`src/rtl/fetch_controller.sv`:
```
// Fetch-stage sequencer: one outstanding request to a variable-latency IMEM, one-entry skid for stalls.
// Optional performance counters (Fetch_Count, Wait_Count) are built when FETCH_PERF_CNT_EN is defined.
module fetch_controller #(
    parameter logic [31:0] RESET_VECTOR = 32'h0000_0000,
    parameter logic [31:0] NOP_INSTR    = 32'h0000_0013
) (
    input  logic        CLK,
    input  logic        RST,
    input  logic        Stall_F,
    input  logic        Redirect,
    input  logic [31:0] Redirect_PC,
    output logic        IMem_Req,
    output logic [31:0] IMem_Addr,
    input  logic        IMem_Ack,
    input  logic [31:0] IMem_RData,
    output logic [31:0] Instr_F,
    output logic [31:0] PC_F,
    output logic [31:0] PC_Plus_4_F,
    output logic        Valid_F
`ifdef FETCH_PERF_CNT_EN
    ,
    output logic [31:0] Fetch_Count,
    output logic [31:0] Wait_Count
`endif
);

    localparam logic [1:0] S_WAIT = 2'd0;
    localparam logic [1:0] S_HOLD = 2'd1;
    localparam logic [1:0] S_DROP = 2'd2;

    logic [1:0]  state_q, state_d;
    logic [31:0] fetch_pc_q, fetch_pc_d;
    logic [31:0] drop_pc_q, drop_pc_d;
    logic [31:0] instr_q, instr_d;
    logic [31:0] pc_q, pc_d;
    logic        valid_q, valid_d;
    logic [31:0] skid_instr_q, skid_instr_d;
    logic [31:0] skid_pc_q, skid_pc_d;
    logic        xfer;
    logic        out_free;

    // Request is gated by reset so an in-flight fetch is abandoned the moment reset asserts.
    assign IMem_Req    = RST && (state_q != S_HOLD);
    assign IMem_Addr   = (state_q == S_DROP) ? drop_pc_q : fetch_pc_q;
    assign xfer        = IMem_Req && IMem_Ack;
    assign out_free    = !valid_q || !Stall_F;

    assign Instr_F     = instr_q;
    assign PC_F        = pc_q;
    assign PC_Plus_4_F = pc_q + 32'd4;
    assign Valid_F     = valid_q;

    always_comb begin
        state_d      = state_q;
        fetch_pc_d   = fetch_pc_q;
        drop_pc_d    = drop_pc_q;
        instr_d      = instr_q;
        pc_d         = pc_q;
        valid_d      = valid_q;
        skid_instr_d = skid_instr_q;
        skid_pc_d    = skid_pc_q;
        if (Redirect) begin
            valid_d    = 1'b0;
            instr_d    = NOP_INSTR;
            fetch_pc_d = Redirect_PC & 32'hFFFF_FFFC;
            // A fresh request still pending becomes stale; it must finish before the new target issues.
            if (state_q == S_WAIT && !xfer) begin
                state_d   = S_DROP;
                drop_pc_d = fetch_pc_q;
            end else if (state_q == S_HOLD) begin
                state_d = S_WAIT;
            end
        end else begin
            case (state_q)
                S_WAIT: begin
                    if (xfer) begin
                        fetch_pc_d = fetch_pc_q + 32'd4;
                        if (out_free) begin
                            instr_d = IMem_RData;
                            pc_d    = fetch_pc_q;
                            valid_d = 1'b1;
                        end else begin
                            skid_instr_d = IMem_RData;
                            skid_pc_d    = fetch_pc_q;
                            state_d      = S_HOLD;
                        end
                    end else if (out_free) begin
                        valid_d = 1'b0;
                        instr_d = NOP_INSTR;
                    end
                end
                S_HOLD: begin
                    if (!Stall_F) begin
                        instr_d = skid_instr_q;
                        pc_d    = skid_pc_q;
                        valid_d = 1'b1;
                        state_d = S_WAIT;
                    end
                end
                S_DROP: begin
                    if (xfer) begin
                        state_d = S_WAIT;
                    end
                end
                default: state_d = S_WAIT;
            endcase
        end
    end

    always_ff @(posedge CLK or negedge RST) begin
        if (!RST) begin
            state_q    <= S_WAIT;
            fetch_pc_q <= RESET_VECTOR;
            drop_pc_q  <= RESET_VECTOR;
            instr_q    <= NOP_INSTR;
            pc_q       <= RESET_VECTOR;
            valid_q    <= 1'b0;
        end else begin
            state_q    <= state_d;
            fetch_pc_q <= fetch_pc_d;
            drop_pc_q  <= drop_pc_d;
            instr_q    <= instr_d;
            pc_q       <= pc_d;
            valid_q    <= valid_d;
        end
    end

    // Skid contents are only meaningful in HOLD, so they need no reset.
    always_ff @(posedge CLK) begin
        skid_instr_q <= skid_instr_d;
        skid_pc_q    <= skid_pc_d;
    end

`ifdef FETCH_PERF_CNT_EN
    logic [31:0] fetch_cnt_q, wait_cnt_q;

    always_ff @(posedge CLK or negedge RST) begin
        if (!RST) begin
            fetch_cnt_q <= 32'd0;
            wait_cnt_q  <= 32'd0;
        end else begin
            if (xfer && state_q == S_WAIT && !Redirect) begin
                fetch_cnt_q <= fetch_cnt_q + 32'd1;
            end
            if (IMem_Req && !IMem_Ack) begin
                wait_cnt_q <= wait_cnt_q + 32'd1;
            end
        end
    end

    assign Fetch_Count = fetch_cnt_q;
    assign Wait_Count  = wait_cnt_q;
`endif

endmodule
```
`config.mk`:
```
export PLATFORM = sky130hd
export DESIGN_NAME = fetch_controller
export DESIGN_NICKNAME = d
export VERILOG_FILES = /design/src/rtl/fetch_controller.sv
export SDC_FILE = /design/constraint.sdc
export NUM_CORES = 1
export LEC_CHECK = 0
export BUFFER_PORTS_ARGS = -buffer_cell sky130_fd_sc_hd__buf_2
export CAP_MARGIN = 25
export CELL_PAD_IN_SITES_DETAIL_PLACEMENT = 1
export CELL_PAD_IN_SITES_GLOBAL_PLACEMENT = 1
export CORE_AREA = 4 4 146 148
export CTS_BUF_LIST = sky130_fd_sc_hd__clkbuf_8
export DETAILED_ROUTE_END_ITERATION = 12
export DIE_AREA = 0 0 150 152
export PLACE_DENSITY = 0.82
export SLEW_MARGIN = 20
export SYNTH_ARGS = -nofsm -noshare
export SYNTH_HDL_FRONTEND = slang
export SYNTH_SLANG_ARGS = --single-unit
export TNS_END_PERCENT = 1
```
`constraint.sdc`:
```
create_clock -name CLK -period 4.1 [get_ports CLK]
set_clock_uncertainty 0.15 [all_clocks]
set_input_delay 0.205 -clock CLK [delete_from_list [all_inputs] [get_ports CLK]]
set_output_delay 0.205 -clock CLK [all_outputs]
set_load 0.005 [all_outputs]
```
==> flow_metrics.py <==
metrics = {
    "logic_synthesis": {
        "yosys.area.top_type_share": 0.352,
        "syn_area_um2": 8680,
        "synthCells": 761,
        "ys_top_cells_by_area": "dfrtp_1 35%, edfxtp_1 21%, mux2_2 7.7%",
        "async_flop_share": 0.668,
        "synth-main-ff-cell": "dfrtp_1",
        "avgSynthCellArea_um2": 11.4,
        "synth_seq_cells": 187,
        "yosys_warnings": 0,
        "synth.distinct_cells": 45,
        "synth_edf_count": 62,
        "synth_top_area_cell": "dfrtp_1",
        "yosysSeqAreaShare": 0.575,
    },
    "sta": {
        "max_slew_margin": 0.339,
        "slew_viol_final": 0,
        "period_needed_ns": 3.19,
        "setup_violations": 0,
        "whs_ns": 0.177,
        "tns_ns": 0,
        "period_share": 0.777,
        "worst-slew-pin-transition_ns": 0.978,
        "rsz0062_at_grt": "no",
        "maxClockFrequency_ghz": 0.314,
        "hold_violations": 0,
    },
    "power_and_ir_drop": {
        "finalPower_mw": 4.66,
        "p_int_mw": 3.14,
        "vdd_drop_max_v": 0.000281,
        "power_frac_comb": 0.206,
        "power_density_nw_per_um2": 426,
        "pwr-share-clk": 0.272,
        "power.switching_mw": 1.52,
        "swShare": 0.326,
        "static-leakage-power_nw": 4.52,
        "seqPwrFrac": 0.523,
    },
    "critical_path": {
        "regToRegStartpoint": "state_q[1]",
        "critPathLaunch": "PC_F[2]",
        "r2r_cells": 4,
        "startpoint_type": "flip-flop",
        "reg2reg_to": "fetch_pc_q[31]",
        "arrival_ns": 2.83,
        "crit_path_end": "PC_Plus_4_F[24]",
        "cp_max_fo": 6,
        "critPathKind": "reg2out",
        "cp_data_required_time_ns": 3.74,
        "setup.worst_path.end_class": "primary output",
        "reg2reg_slack_ns": 1.14,
    },
    "die": {
        "core_um2": 20000,
        "die_h_um": 152,
        "die_w_um": 150,
        "row_count": 52,
        "start_util": 0.433,
        "io_pins": 199,
        "die_area_um2": 22800,
    },
    "hold_path": {
        "min_path_cells": 3,
        "holdCritPathClass": "in2reg",
    },
    "clock_network": {
        "cts_buffers": 17,
        "clkTransAtPathRegs_ns": 0.10,
        "htree_num_levels": 4,
        "cts.sinks": 187,
        "cts_buffer_depth": 2,
        "clock_latency_ns": 0.47,
        "ctsResizeCount": 0,
        "cts_root_buffer": "clkbuf_8",
        "cts_tree": "done",
    },
    "finish": {
        "area_growth_pct": 26.0,
        "final_cells": 1279,
        "nets": 1064,
        "drive_gt1_frac": 0.301,
    },
    "detailed_routing": {
        "post_drt_wl_per_cell_um": 20.8,
        "routed_wl_mm": 26.6,
        "drc": 0,
        "via_per_inst": 5.57,
        "routed-via-count": 7125,
        "ant_nets": 0,
        "drtIter0Drc": 512,
        "firstDrtPassIters": 5,
    },
    "global_route": {
        "grt_pass1_vias": 7585,
        "grt_max_degree": 129,
        "grt_pass1_wl_mm": 42.2,
        "grt_usage": 0.234,
        "antenna_found_initial": 3,
        "gr-total-overflow": 0,
    },
    "placement": {
        "port_buffers": 190,
        "dp_hpwl_mm": 16.8,
        "gp_congestion": 0.758,
        "dpl.cell_count": 1180,
    },
    "outcome": {
        "status": "completed",
    },
    "run": {
        "maxCapViolCount": 0,
    },
}
## layout by cell type, fill, tap and decap left out, drive strengths merged, types with 8 or more instances in the layout
master,netlist,layout
nor2b,8,8
buf,15,201
o31ai,10,10
mux2,59,59
nor2,23,23
clkbuf,42,18
nand2,101,101
inv,6,14
nand3,28,28
or4,18,18
xnor2,28,28
and4,8,8
a31oi,11,11
dfrtp,122,122
xor2,11,11
mux2i,33,33
dlygate4sd3,0,63
nand4,18,18
edfxtp,62,62
o21ai,75,75
a22oi,29,29
## metrics by stage
stage	setup WS [ns]	instance area (um^2)	util
after global placement	1.28	9870	0.492
final	0.915	10900	0.546
after global routing	0.686	10900	0.546
after detailed placement	1.19	9870	0.492
after floorplan	0.765	8700	-
after CTS	0.889	10900	0.545
## cell type report
class | count | area, um^2
sequential | 187 | 4990
antenna | 3 | 7.51
timing repair buffer | 265 | 1700
tap | 270 | 338
clock buffer | 17 | 234
multi-input combinational | 516 | 3450
clock inverter | 15 | 191
inverter | 6 | 22.5
fill | 2191 | 9100
## flip-flops by register name, summed over array words and instances (netlist names)
name / flops
PC_F: 30
skid_pc_q: 30
drop_pc_q: 30
state_q: 2
Valid_F: 1
fetch_pc_q: 30
Instr_F: 32
skid_instr_q: 32
## how the worst min path moves through the flow
stage	start	endpoint	slack (ns)
after floorplan	RST	Instr_F[10]	-0.24
after global placement	IMem_RData[1]	skid_instr_q[1]	0.25
after detailed placement	IMem_RData[31]	skid_instr_q[31]	0.25
after CTS	IMem_Ack	Instr_F[4]	0.1
after global routing	Stall_F	state_q[0]	0.18
final	Redirect	fetch_pc_q[12]	0.18
## layer usage
layer / GRT usage / up-vias / routed length [um]
met5: 0 / - / 0
li1: - / 3242 / -
met2: 0.385 / 249 / 13400
met1: 0.305 / 3576 / 11200
met3: 0.0354 / 58 / 1260
met4: 0.102 / 0 / 850
## synthesized netlist by cell type, drive strengths merged (2+ instances only)
master and number:
dfrtp 122, nand2 101, o21ai 75, edfxtp 62, mux2 59, clkbuf 42
mux2i 33, a22oi 29, nand3 28, xnor2 28, nor2 23, nand4 18
or4 18, buf 15, a31oi 11, xor2 11, o31ai 10, and4 8
nor2b 8, nor3 7, inv 6, nor4 6, a21oi 5, and3 5
dfstp 3, o211ai 3, or3 3, ha 2, nand4bb 2, nor4b 2
o211a 2, o21a 2, o41ai 2, or2 2
## critical path, stage by stage (launching register included)
cell     delay (ns)
dfrtp_1        0.47
ha_1           0.24
and4_1         0.31
nor4b_1        0.82
nand4_1        0.21
xnor2_1        0.18
buf_2          0.13
## power by group through the flow
stage	sequential, mW	combinational [mW]	clock, mW
after floorplan	2.37	0.488	0
after global placement	2.44	0.874	0
after detailed placement	2.47	0.910	0
after CTS	2.43	0.964	1.28
after global routing	2.48	1.06	1.38
final	2.44	0.958	1.27
## kinds of logic (layout without fill, tap and decap cells)
family,after synthesis,count (layout),synth area share
xor gates and xnor gates,39,39,0.0394
AOI/OAI and AO/OA,144,144,0.102
other,1,9,0.000432
muxes,92,92,0.115
adders and majority gates,3,3,0.00404
buffers and inverters,63,303,0.0310
and+or+nand+nor,232,232,0.134
DFF,187,187,0.575
## timing repair
action | 4_1_cts | 5_1_grt
hold buffers | 63 | 0
hold endpoints to repair | 216 | 0
setup buffers | 0 | 0
Power figures use the tool's default switching activity.
